[config.mk]
export PLATFORM = sky130hd
export DESIGN_NAME = branch_table_arbiter
export DESIGN_NICKNAME = d
export VERILOG_FILES = /design/src/rtl/branch_pkg.sv /design/src/rtl/branch_upd_queue.sv /design/src/rtl/vc_EnResetReg.sv /design/src/rtl/branch_table_arbiter.sv
export SDC_FILE = /design/constraint.sdc
export NUM_CORES = 1
export LEC_CHECK = 0
export ABC_AREA = 1
export CAP_MARGIN = 20
export CORE_AREA = 2 2 165 167
export DETAILED_ROUTE_END_ITERATION = 10
export DIE_AREA = 0 0 167 169
export HOLD_SLACK_MARGIN = 0.12
export SYNTH_ARGS = -nofsm -noshare
export SYNTH_HDL_FRONTEND = slang
export SYNTH_SLANG_ARGS = --single-unit
[constraint.sdc]
create_clock -name clk -period 3.6 [get_ports clk]
set_input_delay 0.36 -clock clk [delete_from_list [all_inputs] [get_ports clk]]
set_output_delay 0.36 -clock clk [all_outputs]
set_load 0.02 [all_outputs]
[src/rtl/branch_pkg.sv]
// branch_pkg: 2-bit counter type, counter constants, FSM states and saturating helpers.
// Rev 1.0
`default_nettype none

package branch_pkg;

  typedef logic [1:0] cnt_t;

  localparam cnt_t CNT_SNT = 2'd0;
  localparam cnt_t CNT_WNT = 2'd1;
  localparam cnt_t CNT_WT  = 2'd2;
  localparam cnt_t CNT_ST  = 2'd3;

  typedef enum logic {
    ST_INIT = 1'b0,
    ST_RUN  = 1'b1
  } state_t;

  function automatic cnt_t sat_inc(input cnt_t c);
    return (c == CNT_ST) ? CNT_ST : cnt_t'(c + 2'd1);
  endfunction

  function automatic cnt_t sat_dec(input cnt_t c);
    return (c == CNT_SNT) ? CNT_SNT : cnt_t'(c - 2'd1);
  endfunction

endpackage

`default_nettype wire

[src/rtl/branch_upd_queue.sv]
// branch_upd_queue: circular FIFO of {idx, taken} commit updates with per-entry valid/idx for hazard checks.
// Rev 1.0
`default_nettype none

module branch_upd_queue
  import branch_pkg::*;
#(
  parameter int p_idx_bits = 6,
  parameter int p_depth    = 2
) (
  input  logic                          clk,
  input  logic                          reset,
  input  logic                          enq,
  input  logic [p_idx_bits-1:0]         enq_idx,
  input  logic                          enq_taken,
  input  logic                          deq,
  output logic                          full,
  output logic                          empty,
  output logic [p_idx_bits-1:0]         head_idx,
  output logic                          head_taken,
  output logic [p_depth-1:0]            ent_val,
  output logic [p_depth*p_idx_bits-1:0] ent_idx
);

  localparam int PW = $clog2(p_depth);

  logic [PW-1:0]         head;
  logic [PW-1:0]         tail;
  logic [PW:0]           count;
  logic [p_idx_bits-1:0] idx_q [p_depth];
  logic                  tk_q  [p_depth];
  logic [p_depth-1:0]    val_q;

  // Enqueue is only offered when not full and dequeue only when non-empty,
  // so head and tail never name the same slot in a cycle where both move.
  always_ff @(posedge clk) begin
    if (reset) begin
      head  <= '0;
      tail  <= '0;
      count <= '0;
      val_q <= '0;
    end else begin
      if (enq) begin
        idx_q[tail] <= enq_idx;
        tk_q[tail]  <= enq_taken;
        val_q[tail] <= 1'b1;
        tail        <= tail + 1'b1;
      end
      if (deq) begin
        val_q[head] <= 1'b0;
        head        <= head + 1'b1;
      end
      case ({enq, deq})
        2'b10:   count <= count + 1'b1;
        2'b01:   count <= count - 1'b1;
        default: count <= count;
      endcase
    end
  end

  assign full       = (count == (PW+1)'(p_depth));
  assign empty      = (count == '0);
  assign head_idx   = idx_q[head];
  assign head_taken = tk_q[head];
  assign ent_val    = val_q;

  generate
    for (genvar i = 0; i < p_depth; i++) begin : g_ent
      assign ent_idx[i*p_idx_bits +: p_idx_bits] = idx_q[i];
    end
  endgenerate

endmodule

`default_nettype wire

[src/rtl/vc_EnResetReg.sv]
// vc_EnResetReg: enabled register with synchronous active-high reset to a fixed value.
// Rev 1.0
`default_nettype none

module vc_EnResetReg #(
  parameter int                 p_nbits       = 1,
  parameter logic [p_nbits-1:0] p_reset_value = '0
) (
  input  logic               clk,
  input  logic               reset,
  output logic [p_nbits-1:0] q,
  input  logic [p_nbits-1:0] d,
  input  logic               en
);

  always_ff @(posedge clk) begin
    if (reset)
      q <= p_reset_value;
    else if (en)
      q <= d;
  end

endmodule

`default_nettype wire

[src/rtl/branch_table_arbiter.sv]
// branch_table_arbiter: single-ported 2-bit counter table shared by fetch lookups and queued commit updates.
// Rev 1.0. Optional statistics counters enabled by BRANCH_TABLE_ARB_STATS_EN.
`default_nettype none

module branch_table_arbiter
  import branch_pkg::*;
#(
  parameter int   p_idx_bits    = 6,
  parameter int   p_upd_q_depth = 2,
  parameter cnt_t p_init_cnt    = 2'b01
) (
  input  logic                  clk,
  input  logic                  reset,
  input  logic                  lkup_val,
  output logic                  lkup_rdy,
  input  logic [p_idx_bits-1:0] lkup_idx,
  output logic                  pred_val,
  input  logic                  pred_rdy,
  output logic                  pred_taken,
  input  logic                  upd_val,
  output logic                  upd_rdy,
  input  logic [p_idx_bits-1:0] upd_idx,
  input  logic                  upd_taken,
  output logic                  init_done
`ifdef BRANCH_TABLE_ARB_STATS_EN
  ,
  output logic [31:0]           stat_lkups,
  output logic [31:0]           stat_upds,
  output logic [31:0]           stat_hazard_stalls
`endif
);

  localparam int ENTRIES = 1 << p_idx_bits;

  cnt_t                              tbl [ENTRIES];
  logic [p_idx_bits-1:0]             ptr;
  logic [0:0]                        state_bits;
  state_t                            state;
  logic                              run;
  logic                              q_full;
  logic                              q_empty;
  logic [p_idx_bits-1:0]             q_head_idx;
  logic                              q_head_taken;
  logic [p_upd_q_depth-1:0]          q_val;
  logic [p_upd_q_depth*p_idx_bits-1:0] q_idx;
  logic                              hazard;
  logic                              lookup_fire;
  logic                              drain;
  logic                              enq;
  cnt_t                              upd_cnt;

  assign state = state_t'(state_bits);
  assign run   = (state == ST_RUN);

  vc_EnResetReg #(.p_nbits(1), .p_reset_value(1'(ST_INIT))) state_reg (
    .clk   (clk),
    .reset (reset),
    .q     (state_bits),
    .d     (1'(ST_RUN)),
    .en    (!run && (ptr == '1))
  );

  always_ff @(posedge clk) begin
    if (reset)
      ptr <= '0;
    else if (!run)
      ptr <= ptr + 1'b1;
  end

  branch_upd_queue #(.p_idx_bits(p_idx_bits), .p_depth(p_upd_q_depth)) upd_q (
    .clk        (clk),
    .reset      (reset),
    .enq        (enq),
    .enq_idx    (upd_idx),
    .enq_taken  (upd_taken),
    .deq        (drain),
    .full       (q_full),
    .empty      (q_empty),
    .head_idx   (q_head_idx),
    .head_taken (q_head_taken),
    .ent_val    (q_val),
    .ent_idx    (q_idx)
  );

  // Only registered queue contents count as a hazard, so an update enqueued
  // this same cycle leaves the lookup seeing the pre-update counter.
  always_comb begin
    hazard = 1'b0;
    for (int i = 0; i < p_upd_q_depth; i++) begin
      if (q_val[i] && (q_idx[i*p_idx_bits +: p_idx_bits] == lkup_idx))
        hazard = 1'b1;
    end
  end

  assign lkup_rdy    = run && (!pred_val || pred_rdy) && !hazard && !q_full;
  assign upd_rdy     = run && !q_full;
  assign enq         = upd_val && upd_rdy;
  assign lookup_fire = lkup_val && lkup_rdy;
  assign drain       = run && (q_full || (!lookup_fire && !q_empty));
  assign upd_cnt     = q_head_taken ? sat_inc(tbl[q_head_idx]) : sat_dec(tbl[q_head_idx]);

  always_ff @(posedge clk) begin
    if (!run)
      tbl[ptr] <= p_init_cnt;
    else if (drain)
      tbl[q_head_idx] <= upd_cnt;
  end

  vc_EnResetReg #(.p_nbits(1), .p_reset_value(1'b0)) pred_val_reg (
    .clk   (clk),
    .reset (reset),
    .q     (pred_val),
    .d     (lookup_fire || (pred_val && !pred_rdy)),
    .en    (1'b1)
  );

  vc_EnResetReg #(.p_nbits(1), .p_reset_value(1'b0)) pred_taken_reg (
    .clk   (clk),
    .reset (reset),
    .q     (pred_taken),
    .d     (tbl[lkup_idx][1]),
    .en    (lookup_fire)
  );

  assign init_done = run;

`ifdef BRANCH_TABLE_ARB_STATS_EN
  always_ff @(posedge clk) begin
    if (reset) begin
      stat_lkups         <= '0;
      stat_upds          <= '0;
      stat_hazard_stalls <= '0;
    end else begin
      if (lookup_fire)
        stat_lkups <= stat_lkups + 32'd1;
      if (drain)
        stat_upds <= stat_upds + 32'd1;
      if (run && lkup_val && hazard)
        stat_hazard_stalls <= stat_hazard_stalls + 32'd1;
    end
  end
`endif

endmodule

`default_nettype wire

### Yosys cells after proc, flatten, opt, wreduce, memory -nomap -nowiden

Memories as Yosys holds them, arrays and structs flattened. A register that Yosys moved wholly into a read port is not among the register bits.
Cells that the tools add are included.

| storage, ports and cells | value |
|---|---|
| flip-flop bits (word level) | 14 |
| memory bits (writable) | 142 |
| output and inout port bits | 5 |
| word-level logic and storage cells | 86 |
| memories | 3 |

| cells by class | value |
|---|---|
| add/sub/neg operators | 7 |
| magnitude comparators | 4 |
| eq/ne operators | 7 |
| muxes and demuxes | 27 |
| bitwise operators | 3 |
| reductions and logical operators | 28 |

Memories:

| name | depth | bits a word | rd ports | clocked after memory_dff | write ports | RTL line | text |
|---|---|---|---|---|---|---|---|
| tbl | 64 | 2 | 2 | 1 | 1 | branch_table_arbiter.sv:35 | `cnt_t tbl [ENTRIES];` |
| upd_q.idx_q | 2 | 6 | 3 | 1 | 1 | branch_upd_queue.sv:30 | `logic [p_idx_bits-1:0] idx_q [p_depth];` |
| upd_q.tk_q | 2 | 1 | 1 | 1 | 1 | branch_upd_queue.sv:31 | `logic tk_q [p_depth];` |

Operator list:

| kind | count |
|---|---|
| $mux 1 | 16 |
| $logic_and 1x1->1 | 14 |
| $mux 2 | 7 |
| $eq 6x6->1 | 2 |
| $logic_not 1->1 | 7 |
| $add 6x1->6 const B | 1 |
| $eq 2x2->1 const B | 3 |
| $eq 6x6->1 const B | 1 |
| $mux 6 | 1 |
| $add 2x1->2 const B | 2 |
| $logic_not 2->1 | 2 |
| $lt 1x2->1 const B | 2 |
| $pmux 2 s2 | 1 |
| $sub 2x1->2 const B | 2 |
| $logic_or 1x1->1 | 3 |
| $add 1x1->1 const B | 2 |
| $and 2x2->2 | 1 |
| $demux 1 s1 | 2 |
| $eq 2x1->1 const B | 1 |
| $ge 1x1->1 const B | 2 |
| $not 2->2 | 1 |
| $or 2x2->2 | 1 |
| $reduce_bool 2->1 | 1 |
| $reduce_or 2->1 | 1 |

### Depth between registers and ports, before layout

Gate-level depths: netlist of run 1.
An unclocked memory read counts as a cell.

| logic depth | value |
|---|---|
| word-level depth | 18 |
| gate-level depth with buffers | 17 |

### By module

From an unflattened synthesis of run 1, not the netlist that was laid out.

| second synthesis, totals | value |
|---|---|
| cells, all modules | 828 |
| area, all modules | 7734.9 sq um |

Modules (own cells, without submodules):

| module | instances | cells an instance | area each (sq um) |
|---|---|---|---|
| branch_table_arbiter | 1 | 740 | 6785.3 |
| branch_upd_queue | 1 | 67 | 814.5 |
| vc_EnResetReg | 3 | 7 | 45.0 |

### Worst setup path after synthesis of run 1

No wires, ideal clock.

| timing | value |
|---|---|
| path kind | reg-to-reg |
| start | reg (tool-made name) |
| end | mem tbl[0][1] (netlist bit) (data pin) |
| arrival | 3.221 ns |
| setup slack | -0.120 ns |
| stages on the path, launching flop included | 13 |
| path buffers | 3 |
| period minus slack after synthesis | 3.720 ns |
| cell sequence | dfxtp_1 -> buf_2 -> buf_6 -> o21ai_2 -> clkinv_1 -> buf_2 -> nand3_1 -> nand3_1 -> nand3_1 -> nand3_1 -> nand3b_1 -> nand2_1 -> nor2_1 |

RTL lines:

| item | RTL line |
|---|---|
| end: declaration | branch_table_arbiter.sv:35 |

==> key figures, run 1 <==
Critical path
  – CP max stage cell: clkinv_1
  – Crit Path Max Fanout: 38
  – Arrival time worst endpoint: 3.23 ns
  – Critical path class: register to register
  – Crit end category: register
  – CP max stage delay: 0.53 ns
  – Worst EP required: 3.73 ns
  – Worst path bufs/invs: 3
  – Critical path startpoint category: register
  – Critical path, cell by cell: buf_4 -> o21ai_2 -> clkinv_1 -> nand3_1 -> nand3_1 -> nand3_1 -> nand2_1 -> a21oi_1 -> nand2_2 -> buf_4
  – CP top delay family: buffers and inverters
  – Most common cell on crit path: nand3_1

Logic synthesis
  – Synthesized Nets: 919
  – Seq cells post-synth: 158
  – Sequential fraction of the synthesis area: 0.566
  – Number of synthesized flops with an enable pin: 142
  – Mapped Cells: 899
  – Mapped Area: 0.00810 mm^2
  – Warnings from Yosys: 0
  – Post-synth ARST share: 0
  – Mapped Avg Cell Area: 9.01 um^2
  – Primary FF master, synth: edfxtp_1
  – Yosys cell types: 39

Timing
  – Final hold viol count: 0
  – Worst slew margin: 0.332
  – Final worst path period share: 0.863
  – Worst-Margin Slew: 0.992 ns
  – RSZ-0062 raised after global routing: false
  – Total negative slack: 0 ns
  – Max-slew violation count: 0
  – F_max: 0.322 GHz
  – Tmin final: 3.11 ns
  – Clk_skew: 0.0109 ns
  – Final-report setup violation count: 0

Global routing
  – Largest net degree at the start of global routing: 52
  – Vias in the first global route: 6157
  – Overall routing resource usage: 0.162
  – Initial antenna violation count: 0
  – Overflow after GRT: 0
  – Global-route wire length before repair: 35.3 mm

Placement
  – Area after DPL: 0.00878 mm^2
  – Final HPWL from detailed placement: 15.0 mm
  – Number of port buffers: 22
  – Routability Congestion: 0.874

Floorplanning
  – Rows: 60
  – Core area: 0.0265 mm^2
  – Die area: 0.0282 mm^2
  – DIE WIDTH: 167 um
  – Die height: 169 um
  – # IOs: 23
  – Initial core utilization: 0.306

Layout
  – Synthesis-to-layout area growth: 15.9%
  – NumNets Final: 942
  – Antenna cells: 0
  – FILL cells: 2679
  – Post-layout instance area: 0.00938 mm^2
  – Share of cells above drive strength 1: 0.108

Power
  – PwrDens: 425 mW/mm^2
  – Static leakage: 3.68 nW
  – Worst IR Drop VDD: 0.300 mV
  – Pwr Total: 3.99 mW

Clocking
  – Htree depth: 4
  – Hold-fix buffers at CTS: 0
  – Clock sinks: 158
  – Clk buf depth: 2
  – Clock latency on the worst-skew pair: 0.43 ns
  – Clock Root Buffer: clkbuf_16
  – CTS clk-pin slew, worst paths: 0.07 ns
  – Num CTS Buffers: 17
  – Postcts setup bufs: 0
  – Post-cts resize count: 0
  – CTS tree: yes

Detailed routing
  – WL/cell: 17.4 um
  – Vias/cell: 5.02
  – DR DRC count: 0
  – TritonRoute pass-1 iters: 5
  – Drt first-iter violations: 563
  – DRT antenna net count: 0
  – Vias post-DR: 6401
  – Overall routed net length: 22.2 mm

Worst hold path
  – Tightest Hold Check Type: register to register

Flow run
  – Max-cap check violation count: 0

Run status
  – Status: finished, final reports clean
==> final cells by class <==
cell class | count | area [um^2] | share of cell area
clock inverter | 15 | 176 | 0.0188
timing repair buffer | 42 | 420 | 0.0448
multi-input combinational | 612 | 3010 | 0.321
inverter | 91 | 342 | 0.0364
sequential | 158 | 4580 | 0.489
tap | 341 | 427 | 0.0455
clock buffer | 17 | 425 | 0.0453
==> per-stage QoR <==
stage	instances	hold slack, ns	utilization	setup slack (ns)
after global routing	1276	0.508	0.354	0.266
final	1276	0.482	0.354	0.491
after CTS	1276	0.485	0.354	0.539
after detailed placement	1244	0.475	0.331	0.330
after global placement	1244	0.472	0.331	0.390
after floorplan	899	0.458	-	0.540
==> metal layers <==
layer / vias to the layer above / global-route usage / part of all wire
li1: 3083 / - / -
met1: 3047 / 0.217 / 0.44
met2: 228 / 0.256 / 0.46
met3: 43 / 0.0374 / 0.078
met4: 0 / 0.0630 / 0.026
met5: - / 0 / 0
==> worst register-to-register path, cell delays in order, from the launching register on <==
cell and delay (ns):
dfxtp_1 0.42, buf_4 0.22, o21ai_2 0.52, clkinv_1 0.54, nand3_1 0.29, nand3_1 0.09
nand3_1 0.11, nand2_1 0.09, a21oi_1 0.18, nand2_2 0.08, buf_4 0.25
==> state kept, by name (all words and copies together) (netlist names), named ones only <==
register / flops
state_reg.q: 1
upd_q.tk_q: 2
upd_q.tail: 1
upd_q.count: 2
upd_q.idx_q: 12
ptr: 6
upd_q.ent_val: 2
tbl: 128
pred_val_reg.q: 1
upd_q.head: 1
pred_taken_reg.q: 1
==> cells by family after synthesis <==
kind of cell             after synthesis  synth area share
buffers and inverters                129            0.0647
AND/OR/NAND/NOR                      486             0.269
XOR/XNOR                               4           0.00433
adder cells (fa/ha/maj)                2           0.00309
AO/OA/AOI/OAI                        120            0.0924
flip-flops                           158             0.566
==> synth_stat cells, types with 4 or more instances <==
library cell  count  area share
o21ai_4           6       0.012
nand4_1           7      0.0054
nand2_1         245        0.11
dfxtp_1          16       0.040
nand2_2          11      0.0085
o221ai_1          5      0.0054
nand4_2           8       0.012
nor2_1          103       0.048
nand3_4           4      0.0087
inv_2             4      0.0019
buf_2             7      0.0043
edfxtp_1        142        0.53
a21oi_1          39       0.024
o211ai_1         14       0.013
o21ai_0          48       0.030
inv_1            85       0.039
clkbuf_1         25       0.012
nand3_1          95       0.059
==> cells in the final DEF, fill, tap and decap left out, types with 2 or more instances in the layout <==
master,netlist,routed
a21oi_1,39,39
buf_12,1,4
buf_4,0,16
bufinv_16,0,2
clkbuf_16,0,17
clkdlybuf4s50_1,0,22
clkinv_1,2,3
clkinv_4,0,5
dfxtp_1,16,16
edfxtp_1,142,142
ha_1,2,2
inv_1,85,85
inv_2,4,4
inv_6,0,4
inv_8,0,3
nand2_1,245,242
nand2_2,11,14
nand2_4,2,2
nand3_1,95,95
nand3_2,3,3
nand3_4,4,4
nand4_1,7,7
nand4_2,8,8
nor2_1,103,102
nor3_1,2,2
o211ai_1,14,14
o21ai_0,48,48
o21ai_2,3,4
o21ai_4,6,6
o221ai_1,5,5
xnor2_1,3,3
==> path summary, 6_finish.rpt <==
| path | slack [ns] | endpoint | from | depth (start not counted) |
|---|---|---|---|---|
| worst max-delay path | 0.49 | tbl[38][0]$_DFFE_PP_ | register | 10 |
| worst min-delay path | 0.48 | upd_q.tail$_SDFFE_PP0P_ | upd_q.tail$_SDFFE_PP0P_ | 2 |
| worst max register to register | 0.49 | tbl[38][0]$_DFFE_PP_ | register | 10 |
| worst min register to register | 0.48 | upd_q.tail$_SDFFE_PP0P_ | upd_q.tail$_SDFFE_PP0P_ | 2 |
==> power breakdown <==
| group | total [mW] | switching [mW] | internal, mW | leakage, nW |
|---|---|---|---|---|
| combinational | 0.172 | 0.117 | 0.0555 | 1.94 |
| clock | 1.83 | 0.786 | 1.05 | 0.296 |
| sequential | 1.99 | 0.00647 | 1.98 | 1.44 |
Power figures use the tool's default switching activity.
==> run 2: changes to the inputs <==
- CORE_AREA: 2 2 165 167 -> 2 2 174 176
- DIE_AREA: 0 0 167 169 -> 0 0 176 178
==> key figures, run 2 (synthesis results as in run 1) <==
Global routing
  – Global-route wire length before repair: 34.1 mm (was 35.3 mm)
  – Vias in the first global route: 6125 (was 6157)
  – Overflow after GRT: 0 (unchanged)
  – Initial antenna violation count: 1 (was 0)
  – Largest net degree at the start of global routing: 54 (was 52)
  – Overall routing resource usage: 0.145 (was 0.162)

Placement
  – Placed insts: 1294 (was 1244)
  – Place WS: 0.285 ns (was 0.330 ns)
  – Area after DPL: 0.00884 mm^2 (was 0.00878 mm^2)
  – Final HPWL from detailed placement: 14.7 mm (was 15.0 mm)
  – Number of port buffers: 22 (unchanged)
  – Routability Congestion: 0.874 (about the same)

Layout
  – Number of flip-flops in the largest register: 128 (unchanged)
  – Top Registers: tbl x128, upd_q.idx_q x12, ptr x6 (unchanged)
  – Synthesis-to-layout area growth: 16.4% (was 15.9%)
  – FILL cells: 3000 (was 2679)
  – Layout Cells excl Fill: 1327 (was 1276)
  – Commonest cells after routing, fill and taps aside: 242 x nand2_1, 142 x edfxtp_1, 102 x nor2_1 (unchanged)
  – Post-layout instance area: 0.00942 mm^2 (was 0.00938 mm^2)
  – NumNets Final: 943 (was 942)
  – Commonest non-fill, non-tap cell in the layout: nand2_1 (unchanged)
  – Share of cells above drive strength 1: 0.107 (was 0.108)
  – Top reg by flops: tbl (unchanged)

Power
  – Worst IR Drop VDD: 0.227 mV (was 0.300 mV)
  – PwrDens: 421 mW/mm^2 (was 425 mW/mm^2)
  – Static leakage: 3.66 nW (was 3.68 nW)

Critical path
  – Critical path class: register to register (unchanged)
  – CP max stage cell: dfxtp_1 (was clkinv_1)
  – Crit Path Max Fanout: 48 (was 38)
  – Worst path bufs/invs: 4 (was 3)
  – Critical path, cell by cell: buf_4 -> nand2_1 -> o21ai_2 -> inv_1 -> buf_4 -> nand3_1 -> nand3_1 -> nand3_1 -> nand3_1 -> nand3_1 -> nand2_1 -> a21oi_1 -> nand2_2 -> buf_4 (was buf_4 -> o21ai_2 -> clkinv_1 -> nand3_1 -> nand3_1 -> nand3_1 -> nand2_1 -> a21oi_1 -> nand2_2 -> buf_4)
  – Crit end category: register (unchanged)
  – Critical path startpoint category: register (unchanged)
  – Worst EP required: 3.77 ns (was 3.73 ns)
  – CP max stage delay: 0.45 ns (was 0.53 ns)
  – Most common cell on crit path: nand3_1 (unchanged)
  – Arrival time worst endpoint: 3.26 ns (was 3.23 ns)
  – CP top delay family: buffers and inverters (unchanged)

Worst hold path
  – Tightest Hold Check Type: register to register (unchanged)
  – Hold_sp: ptr[5]$_SDFFE_PP0N_ (was upd_q.tail$_SDFFE_PP0P_)

Detailed routing
  – DRT antenna net count: 0 (unchanged)
  – Vias/cell: 4.77 (was 5.02)
  – Met3 Wirelength: 1.59 mm (was 1.72 mm)
  – Highest metal used: met4 (unchanged)
  – Wl on met1: 9.70 mm (was 9.79 mm)
  – WL met2: 10.3 mm (was 10.1 mm)
  – Vias post-DR: 6324 (was 6401)
  – DR DRC count: 0 (unchanged)
  – Overall routed net length: 22.1 mm (was 22.2 mm)
  – TritonRoute pass-1 iters: 7 (was 5)
  – Drt first-iter violations: 513 (was 563)
  – WL/cell: 16.6 um (was 17.4 um)

Floorplanning
  – DIE WIDTH: 176 um (was 167 um)
  – Die area: 0.0313 mm^2 (was 0.0282 mm^2)
  – # IOs: 23 (unchanged)
  – Core area: 0.0294 mm^2 (was 0.0265 mm^2)
  – Rows: 63 (was 60)
  – Initial core utilization: 0.275 (was 0.306)
  – Die height: 178 um (was 169 um)

Clocking
  – Num CTS Buffers: 17 (unchanged)
  – Clk buf depth: 2 (unchanged)
  – Post-cts resize count: 0 (unchanged)
  – Hold-fix buffers at CTS: 0 (unchanged)
  – Clock Root Buffer: clkbuf_16 (unchanged)
  – Clock sinks: 158 (unchanged)
  – CTS tree: yes (unchanged)
  – Postcts setup bufs: 0 (unchanged)
  – Htree depth: 4 (unchanged)
  – CTS clk-pin slew, worst paths: 0.06 ns (was 0.07 ns)
  – Clock latency on the worst-skew pair: 0.44 ns (was 0.43 ns)

Timing
  – Final-report setup violation count: 0 (unchanged)
  – Tmin final: 3.09 ns (was 3.11 ns)
  – Worst-Margin Slew: 0.942 ns (was 0.992 ns)
  – Final Hold Slack: 0.487 ns (was 0.482 ns)
  – Post-route setup slack: 0.509 ns (was 0.491 ns)
  – Final hold viol count: 0 (unchanged)
  – Max-slew violation count: 0 (unchanged)
  – Worst slew margin: 0.365 (was 0.332)
  – Final worst path period share: 0.859 (was 0.863)
  – Clk_skew: 0.00909 ns (was 0.0109 ns)
  – F_max: 0.324 GHz (was 0.322 GHz)
  – Total negative slack: 0 ns (unchanged)
  – RSZ-0062 raised after global routing: false (unchanged)

Run status
  – Status: finished, final reports clean (unchanged)

Flow run
  – Max-cap check violation count: 0 (unchanged)
==> run 2: worst paths after layout <==
kind                                                  to  slack, ns  cells past startpoint
worst min-delay path            state_reg.q$_SDFFE_PP0P_       0.49                      2
worst min register to register  state_reg.q$_SDFFE_PP0P_       0.49                      2
worst max-delay path                tbl[57][0]$_DFFE_PP_       0.51                     14
worst max register to register      tbl[57][0]$_DFFE_PP_       0.51                     14
==> run 2: final cells by class <==
| type | count | area, um^2 | share of cell area |
|---|---|---|---|
| Antenna cell | 1 | 2.50 | 0.000266 |
| Clock buffer | 18 | 429 | 0.0455 |
| Clock inverter | 14 | 155 | 0.0165 |
| Inverter | 91 | 342 | 0.0362 |
| Multi-Input combinational cell | 612 | 3010 | 0.319 |
| Sequential cell | 158 | 4580 | 0.486 |
| Tap cell | 390 | 488 | 0.0518 |
| Timing Repair Buffer | 43 | 415 | 0.0441 |
==> run 2: report_power, final <==
group / switching (mW) / leakage, nW / internal, mW
Combinational: 0.118 / 1.95 / 0.0555
Sequential: 0.00597 / 1.44 / 1.98
Clock: 0.774 / 0.279 / 1.03
==> run 2: per-stage QoR <==
step	util	total power, mW
final	0.321	3.97
after global routing	0.320	4.09
after CTS	0.320	3.99
after detailed placement	0.301	2.20
after global placement	0.301	2.20
after floorplan	-	2.12
==> run 2: metal layers <==
layer | track usage | up-vias
met5 | 0 | -
met4 | 0.0513 | 0
met3 | 0.0367 | 40
met2 | 0.237 | 218
met1 | 0.187 | 2980
li1 | - | 3086
==> run 2: tightest hold or removal path: cells and delay by family, from the launching register on <==
kind	cells	cell delay, ns
simple gates	1	0.08
flops	1	0.31
compound gates	1	0.05
==> run 3: changes to the inputs <==
- ABC_CLOCK_PERIOD_IN_PS: unset -> 3600
- SLEW_MARGIN: unset -> 5
==> results of run 3 <==
No change in the layout: final DEF, timing and power equal those of run 2.
